[config.mk]
export PLATFORM = sky130hd
export DESIGN_NAME = pipe_stage_chain
export DESIGN_NICKNAME = d
export VERILOG_FILES = /design/src/rtl/pipe_stage_chain.sv
export SDC_FILE = /design/constraint.sdc
export NUM_CORES = 1
export LEC_CHECK = 0
export ABC_AREA = 1
export CORE_ASPECT_RATIO = 2
export CORE_MARGIN = 3
export CORE_UTILIZATION = 25
export CTS_BUF_LIST = sky130_fd_sc_hd__clkbuf_8
export CTS_CLUSTER_DIAMETER = 80
export CTS_CLUSTER_SIZE = 10
export DETAILED_ROUTE_END_ITERATION = 8
export PLACE_DENSITY = 0.5
export SLEW_MARGIN = 20
export SYNTH_ARGS = -nofsm -noshare
export SYNTH_HDL_FRONTEND = slang
export SYNTH_SLANG_ARGS = --single-unit
[constraint.sdc]
create_clock -name clk -period 1.9 [get_ports clk]
set_input_delay 0.285 -clock clk [delete_from_list [all_inputs] [get_ports clk]]
set_output_delay 0.285 -clock clk [all_outputs]
set_load 0.02 [all_outputs]
[src/rtl/pipe_stage_chain.sv]
// pipe_stage_chain: generic DEPTH-stage pipeline register chain with per-stage
// stall/flush, valid tracking, occupancy count and output back-pressure.
// Payload is an opaque WIDTH-bit vector (typically a packed stage struct).
//
// Optional feature macro: PIPE_BUBBLE_COLLAPSE_EN
//   defined   : an invalid stage keeps accepting while downstream holds, so
//               bubbles are squeezed out (stall[i] still forces a hold).
//   undefined : rigid lock-step hold chain (classic in-order pipe).
module pipe_stage_chain #(
  parameter int unsigned WIDTH = 32,
  parameter int unsigned DEPTH = 4,
  localparam int unsigned OCC_W = $clog2(DEPTH + 1)
) (
  input  logic               clk,
  input  logic               reset,
  input  logic               in_valid,
  input  logic [WIDTH-1:0]   in_data,
  output logic               in_ready,
  input  logic [DEPTH-1:0]   stall,
  input  logic [DEPTH-1:0]   flush,
  output logic               out_valid,
  output logic [WIDTH-1:0]   out_data,
  input  logic               out_ready,
  output logic [DEPTH-1:0]   stage_vld,
  output logic [OCC_W-1:0]   occupancy
);

  // Stage state
  logic [DEPTH-1:0]             vld_q;
  logic [DEPTH-1:0][WIDTH-1:0]  data_q;
  logic [OCC_W-1:0]             occ_q;

  // Next-state and hold chain
  logic [DEPTH:0]               hold;
  logic [DEPTH-1:0]             vld_nxt;
  logic [DEPTH-1:0][WIDTH-1:0]  data_nxt;
  logic [OCC_W-1:0]             occ_nxt;

  // Upstream view of each stage: stage 0 sees the input port, stage i sees i-1
  logic [DEPTH-1:0]             up_vld;
  logic [DEPTH-1:0][WIDTH-1:0]  up_data;
  logic [DEPTH-1:0]             up_hold;

  // Hold chain, computed from the output back toward the input
  always_comb begin
    hold        = '0;
    hold[DEPTH] = ~out_ready;
    for (int i = DEPTH - 1; i >= 0; i--) begin
`ifdef PIPE_BUBBLE_COLLAPSE_EN
      hold[i] = stall[i] | (vld_q[i] & hold[i+1]);
`else
      hold[i] = stall[i] | hold[i+1];
`endif
    end
  end

  // Upstream source selection per stage
  always_comb begin
    up_vld     = '0;
    up_data    = '0;
    up_hold    = '0;
    up_vld[0]  = in_valid;
    up_data[0] = in_data;
    up_hold[0] = 1'b0;
    for (int i = 1; i < DEPTH; i++) begin
      up_vld[i]  = vld_q[i-1];
      up_data[i] = data_q[i-1];
      up_hold[i] = hold[i-1];
    end
  end

  // Per-stage update: flush, then hold, then bubble, then advance
  always_comb begin
    vld_nxt  = vld_q;
    data_nxt = data_q;
    for (int i = 0; i < DEPTH; i++) begin
      if (flush[i]) begin
        vld_nxt[i] = 1'b0;
      end else if (hold[i]) begin
        vld_nxt[i] = vld_q[i];
      end else if (up_hold[i]) begin
        vld_nxt[i] = 1'b0;
      end else begin
        vld_nxt[i]  = up_vld[i];
        data_nxt[i] = up_data[i];
      end
    end
  end

  // Population count of the next valid vector
  always_comb begin
    occ_nxt = '0;
    for (int i = 0; i < DEPTH; i++) begin
      occ_nxt = occ_nxt + OCC_W'(vld_nxt[i]);
    end
  end

  // State registers; reset clears data too so invalid stages never read X
  always_ff @(posedge clk) begin
    if (reset) begin
      vld_q  <= '0;
      data_q <= '0;
      occ_q  <= '0;
    end else begin
      vld_q  <= vld_nxt;
      data_q <= data_nxt;
      occ_q  <= occ_nxt;
    end
  end

  assign in_ready  = ~hold[0];
  assign out_valid = vld_q[DEPTH-1];
  assign out_data  = data_q[DEPTH-1];
  assign stage_vld = vld_q;
  assign occupancy = occ_q;

endmodule

=== Word level (Yosys, flattened, before mapping) ===
Cells that the tools add are included.

* $add $sub $neg: 3
* Multiplexer cells: 11
* Bitwise logic cells: 13
* Reduce and logical (&&, ||, !) cells: 4

{| class="wikitable"
|+ Operators with widths
! kind !! number
|-
| $mux 1 || 11
|-
| $not 1->1 || 9
|-
| $reduce_and 3->1 || 3
|-
| $or 1x1->1 || 4
|-
| $add 2x1->3 || 1
|-
| $add 3x1->3 || 1
|-
| $add 1x1->2 || 1
|-
| $reduce_and 2->1 || 1
|}

* Flip-flop bits (word level): 135
* Input port bits: 44
* Output and inout bits: 41
* Word-level logic and storage cells: 37

=== Longest topological paths before layout ===
* Depth after elaboration: 11
* Mapped depth: 12
* Depth with buffers taken out: 12

=== Worst setup path before layout ===
OpenSTA, ideal clock, no wires.

* Path type: input to register
* Start point: input flush[0]
* End point: register occ_q[1], in the netlist occupancy[1]
* Setup time: 0.128 ns
* Arrival time: 1.901 ns
* Required time: 1.772 ns
* Setup slack: -0.129 ns
* Stages on the path: 9
* Buffers on the path: 1
* Cells stage by stage: inv_1 -> clkbuf_1 -> nand3_1 -> fa_1 -> inv_1 -> ha_1 -> ha_1 -> inv_1 -> nor2_1

* Longest elaborated chain between the ends: 4

{| class="wikitable"
|+ Ends and longest elaborated chain
! what !! line !! source
|-
| start, declared || 20 || <nowiki>input logic [DEPTH-1:0] flush,</nowiki>
|-
| $mux 1 || 77 || <nowiki>if (flush[i]) begin</nowiki>
|-
| $add 1x1->2 || 94 || <nowiki>occ_nxt = occ_nxt + OCC_W'(vld_nxt[i]);</nowiki>
|-
| $add 2x1->3 || 94 ||
|-
| $add 3x1->3 || 94 ||
|-
| via occ_nxt[1] || 37 || <nowiki>logic [OCC_W-1:0] occ_nxt;</nowiki>
|-
| end signal, assigned || 107 || <nowiki>occ_q <= occ_nxt;</nowiki>
|-
| end, declared || 31 || <nowiki>logic [OCC_W-1:0] occ_q;</nowiki>
|}

The timed path passes the listed nets, and every way through them passes these cells.
A chain may end at the register's enable or synchronous reset.

=== Worst setup path after layout ===
* Start point: register vld_q[3], in the netlist stage_vld[3]
* End point: output out_valid

{| class="wikitable"
|+ RTL lines
! what !! line !! source
|-
| start, declared || 29 || <nowiki>logic [DEPTH-1:0] vld_q;</nowiki>
|-
| start signal, assigned || 105 || <nowiki>vld_q <= vld_nxt;</nowiki>
|-
| end, declared || 21 || <nowiki>output logic out_valid,</nowiki>
|}

No word-level cell between the ends.

==> results.sh <==
export IMPL_clockBufferDepth=2
export IMPL_crit_path_max_incr_delay_ns=0.61
export IMPL_wl_um=13200
export IMPL_path_clk_slew_ns=0.08
export IMPL_switching_share_pct=23.7
export IMPL_routedWlPerCell_um=11.9
export IMPL_slew_violations=0
export IMPL_grt_max_degree=65
export IMPL_finalSetupViolCount=0
export IMPL_finalCritPeriodShare_pct=95.5
export IMPL_cts_num_sinks=135
export IMPL_leakagePower_nw=2.85
export IMPL_avgSynthCellArea_sq_um=7.26
export IMPL_areaGrowthSynthToFinish_pct=24.0
export IMPL_pre_cts_slack_ns=-0.529
export IMPL_track_usage_pct=11.3
export IMPL_port_buffers=84
export IMPL_p_int_w=0.00431
export IMPL_finish_instance_area_sq_um=7060
export IMPL_seqPwrFrac_pct=51.1
export IMPL_r2r_cells=9
export IMPL_vias=4615
export IMPL_overflow=0
export IMPL_crit_fanout=2
export IMPL_drtAntennaViolNets=0
export IMPL_layout_drive_gt1_share_pct=9.29
export IMPL_p_sw_w=0.00134
export IMPL_rsz0062_at_grt="false"
export IMPL_r2r_end="occupancy[1]"
export IMPL_r2r_start="stage_vld[0]"
export IMPL_slew_headroom_pct=56.5
export IMPL_min_to="stage_vld[1]"
export IMPL_worstMarginPinSlew_ns=0.653
export IMPL_place_area_sq_um=6650
export IMPL_wl_met2_um=6690
export IMPL_grt_pass1_vias=4567
export IMPL_gp_congestion=0.745
export IMPL_cts_max_level=4
export IMPL_critical_path_required_ns=1.62
export IMPL_routed_via_density=4.14
export IMPL_coreArea_sq_um=22300
export IMPL_syn_nets=832
export IMPL_power_density_nw_per_um2=800
export IMPL_irDropWorstVdd_uv=328
export IMPL_r2r_setup_slack_ns=0.14
export IMPL_hold_path_class="primary input to flip-flop"
export IMPL_fp_dieH_um=220
export IMPL_drt_iter0_drc=192
export IMPL_synth_area_sq_um=5700
export IMPL_startpoint_type="flip-flop"
export IMPL_dp_cells=1082
export IMPL_maxCapViolCount=0
export IMPL_start_util_pct=25.6
export IMPL_synth_compound_area_share_pct=5.95
export IMPL_critPathKind="flip-flop to output port"
export IMPL_synthSimpleGateAreaFrac_pct=31.4
export IMPL_final_cells=1116
export IMPL_skew_ns=0.00825
export IMPL_synth_warnings=0
export IMPL_finalWorstSetupSlack_ns=0.0856
export IMPL_cts_tree="yes"
export IMPL_arrival_ns=1.53
export IMPL_synth_seq_area_share_pct=47.4
export IMPL_ys_seq_elements=135
export IMPL_routedLengthMet1_um=5980
export IMPL_antenna_cells=0
export IMPL_root_buffer="clkbuf_8"
export IMPL_final_net_count=874
export IMPL_clock_latency_ns=0.43
export IMPL_routed_wl_met3_um=379
export IMPL_dieArea_sq_um=24700
export IMPL_whs_path_depth=5
export IMPL_slowest_stage="clkdlybuf4s50_1"
export IMPL_hpwlAfterDp_um=9550
export IMPL_antenna_found_initial=0
export IMPL_fp_dieW_um=113
export IMPL_pwr_share_clk_pct=40.7
export IMPL_fmax_mhz=551
export IMPL_cts_buffers=17
export IMPL_synth_top_family_by_area="simple AND/OR/NAND/NOR gates"
export IMPL_firstDrtPassIters=4
export IMPL_highest_layer="met4"
export IMPL_fin_crit_ns=1.81
export IMPL_status="complete, no violations"
export IMPL_synthCells=785
export IMPL_grt_pass1_wl_um=22900
export IMPL_route_detailed_drc=0
export IMPL_synth_adder_area_share_pct=0.791
export IMPL_cp_end_kind="output port"
export IMPL_synth_cell_types=22
export IMPL_crit_chain="buf_4, clkdlybuf4s50_1"
export IMPL_synthXorXnorAreaFrac_pct=0
export IMPL_rows=77
export IMPL_combPwrFrac_pct=8.2
export IMPL_muxShareOfSynthArea_pct=0
export IMPL_hold_violations=0
export IMPL_holdCritStartpoint="stall[1]"
export IMPL_ioPinCount=85
[flip-flops by register name, summed over array words and instances, names as in the netlist]
| register | count |
|---|---|
| occupancy | 3 |
| data_q | 96 |
| stage_vld | 4 |
| out_data | 32 |
[synthesized netlist by cell type]
cell type  instances  area (sq um)
clkbuf_1          23          86.3
dfxtp_1          135          2700
o21ai_0           21           105
nand2_1          103           387
fa_1               1          20.0
buf_1             13          48.8
nand3_1           36           180
buf_6              3          33.8
clkinv_1           1          3.75
nand4_1           65           407
nor2_1           200           751
inv_1             78           293
buf_2             10          50.1
a2bb2oi_1          1          8.76
o21ai_1           12          60.1
buf_4             39           293
inv_2              3          11.3
ha_1               2          25.0
a21oi_1           33           165
nand4_2            1          12.5
nor2_4             4          45.0
nand3_2            1          10.0
[worst max path at each step]
stage                 startpoint            to  slack [ns]  cells past startpoint
finish              stage_vld[3]     out_valid        0.09                      2
global route        stage_vld[3]     out_valid       0.006                      2
CTS                 stage_vld[3]     out_valid        0.04                      2
detailed placement     out_ready  occupancy[1]       -0.53                     12
global placement        stall[3]  occupancy[1]       -0.52                     13
floorplan               stall[3]  occupancy[1]       -0.02                     12
[per-layer routing]
metal | vias up | global-route usage, %
met1 | 1993 | 13.3
met4 | 0 | 4.33
met3 | 8 | 2.36
met5 | - | 0
li1 | 2537 | -
met2 | 77 | 20.0
[per-stage QoR]
stage,hold slack [ns],power (W),util (%),TNS (ns)
5_1_grt,0.372,0.00593,31.7,0
6_report,0.340,0.00565,31.7,0
3_3_place_gp,0.451,0.00343,29.9,-28.75
2_1_floorplan,0.440,0.00324,-,-0.0190
3_5_place_dp,0.454,0.00343,29.9,-31.57
4_1_cts,0.457,0.00574,31.6,0
[critical path: cells and delay by family, from the launching register on]
kind                   cells  cell delay, ns
flip-flops                 1            0.35
buffers and inverters      2            0.75
[power groups by stage]
stage          registers [W]  logic, W  clock network, W
3_3_place_gp         0.00295  0.000472                 0
4_1_cts              0.00289  0.000469           0.00239
2_1_floorplan        0.00295  0.000288                 0
3_5_place_dp         0.00296  0.000471                 0
5_1_grt              0.00289  0.000517           0.00252
6_report             0.00289  0.000462           0.00230
[kinds of logic (layout without fill, tap and decap cells)]
kind of cell,after synthesis,count (layout)
fa+ha+maj,3,3
simple gates,410,410
flops,135,135
buf+inv,170,225
compound gates,67,67
[placed cells by master, fill, tap and decap left out, types with 3 or more instances in the layout]
| cell | synthesis | routed |
|---|---|---|
| a21oi_1 | 33 | 33 |
| buf_12 | 0 | 3 |
| buf_4 | 39 | 24 |
| clkbuf_8 | 0 | 20 |
| clkdlybuf4s50_1 | 0 | 78 |
| clkinv_2 | 0 | 4 |
| dfxtp_1 | 135 | 133 |
| dlygate4sd2_1 | 0 | 4 |
| inv_1 | 78 | 78 |
| inv_2 | 3 | 4 |
| nand2_1 | 103 | 101 |
| nand3_1 | 36 | 34 |
| nand4_1 | 65 | 65 |
| nor2_1 | 200 | 198 |
| nor2_4 | 4 | 4 |
| o21ai_0 | 21 | 21 |
| o21ai_1 | 12 | 12 |
[area by class of cell]
| class | count | area (sq um) |
|---|---|---|
| flip-flops and latches | 135 | 2710 |
| fillers | 2422 | 15200 |
| clock inverters | 12 | 111 |
| clock buffers | 20 | 275 |
| inverters | 82 | 319 |
| multi-input cells | 480 | 2230 |
| repair buffers | 111 | 1080 |
| well taps | 276 | 345 |
[what timing repair did]
item                                    4_1_cts  5_1_grt
gates cloned                                  0        0
resized for setup                             4        8
endpoints found under the setup margin        2        2
pin swaps                                     0        1
setup buffers                                 0        2
hold buffers                                  0        0
No activity file was read; power rests on OpenSTA's default activity.
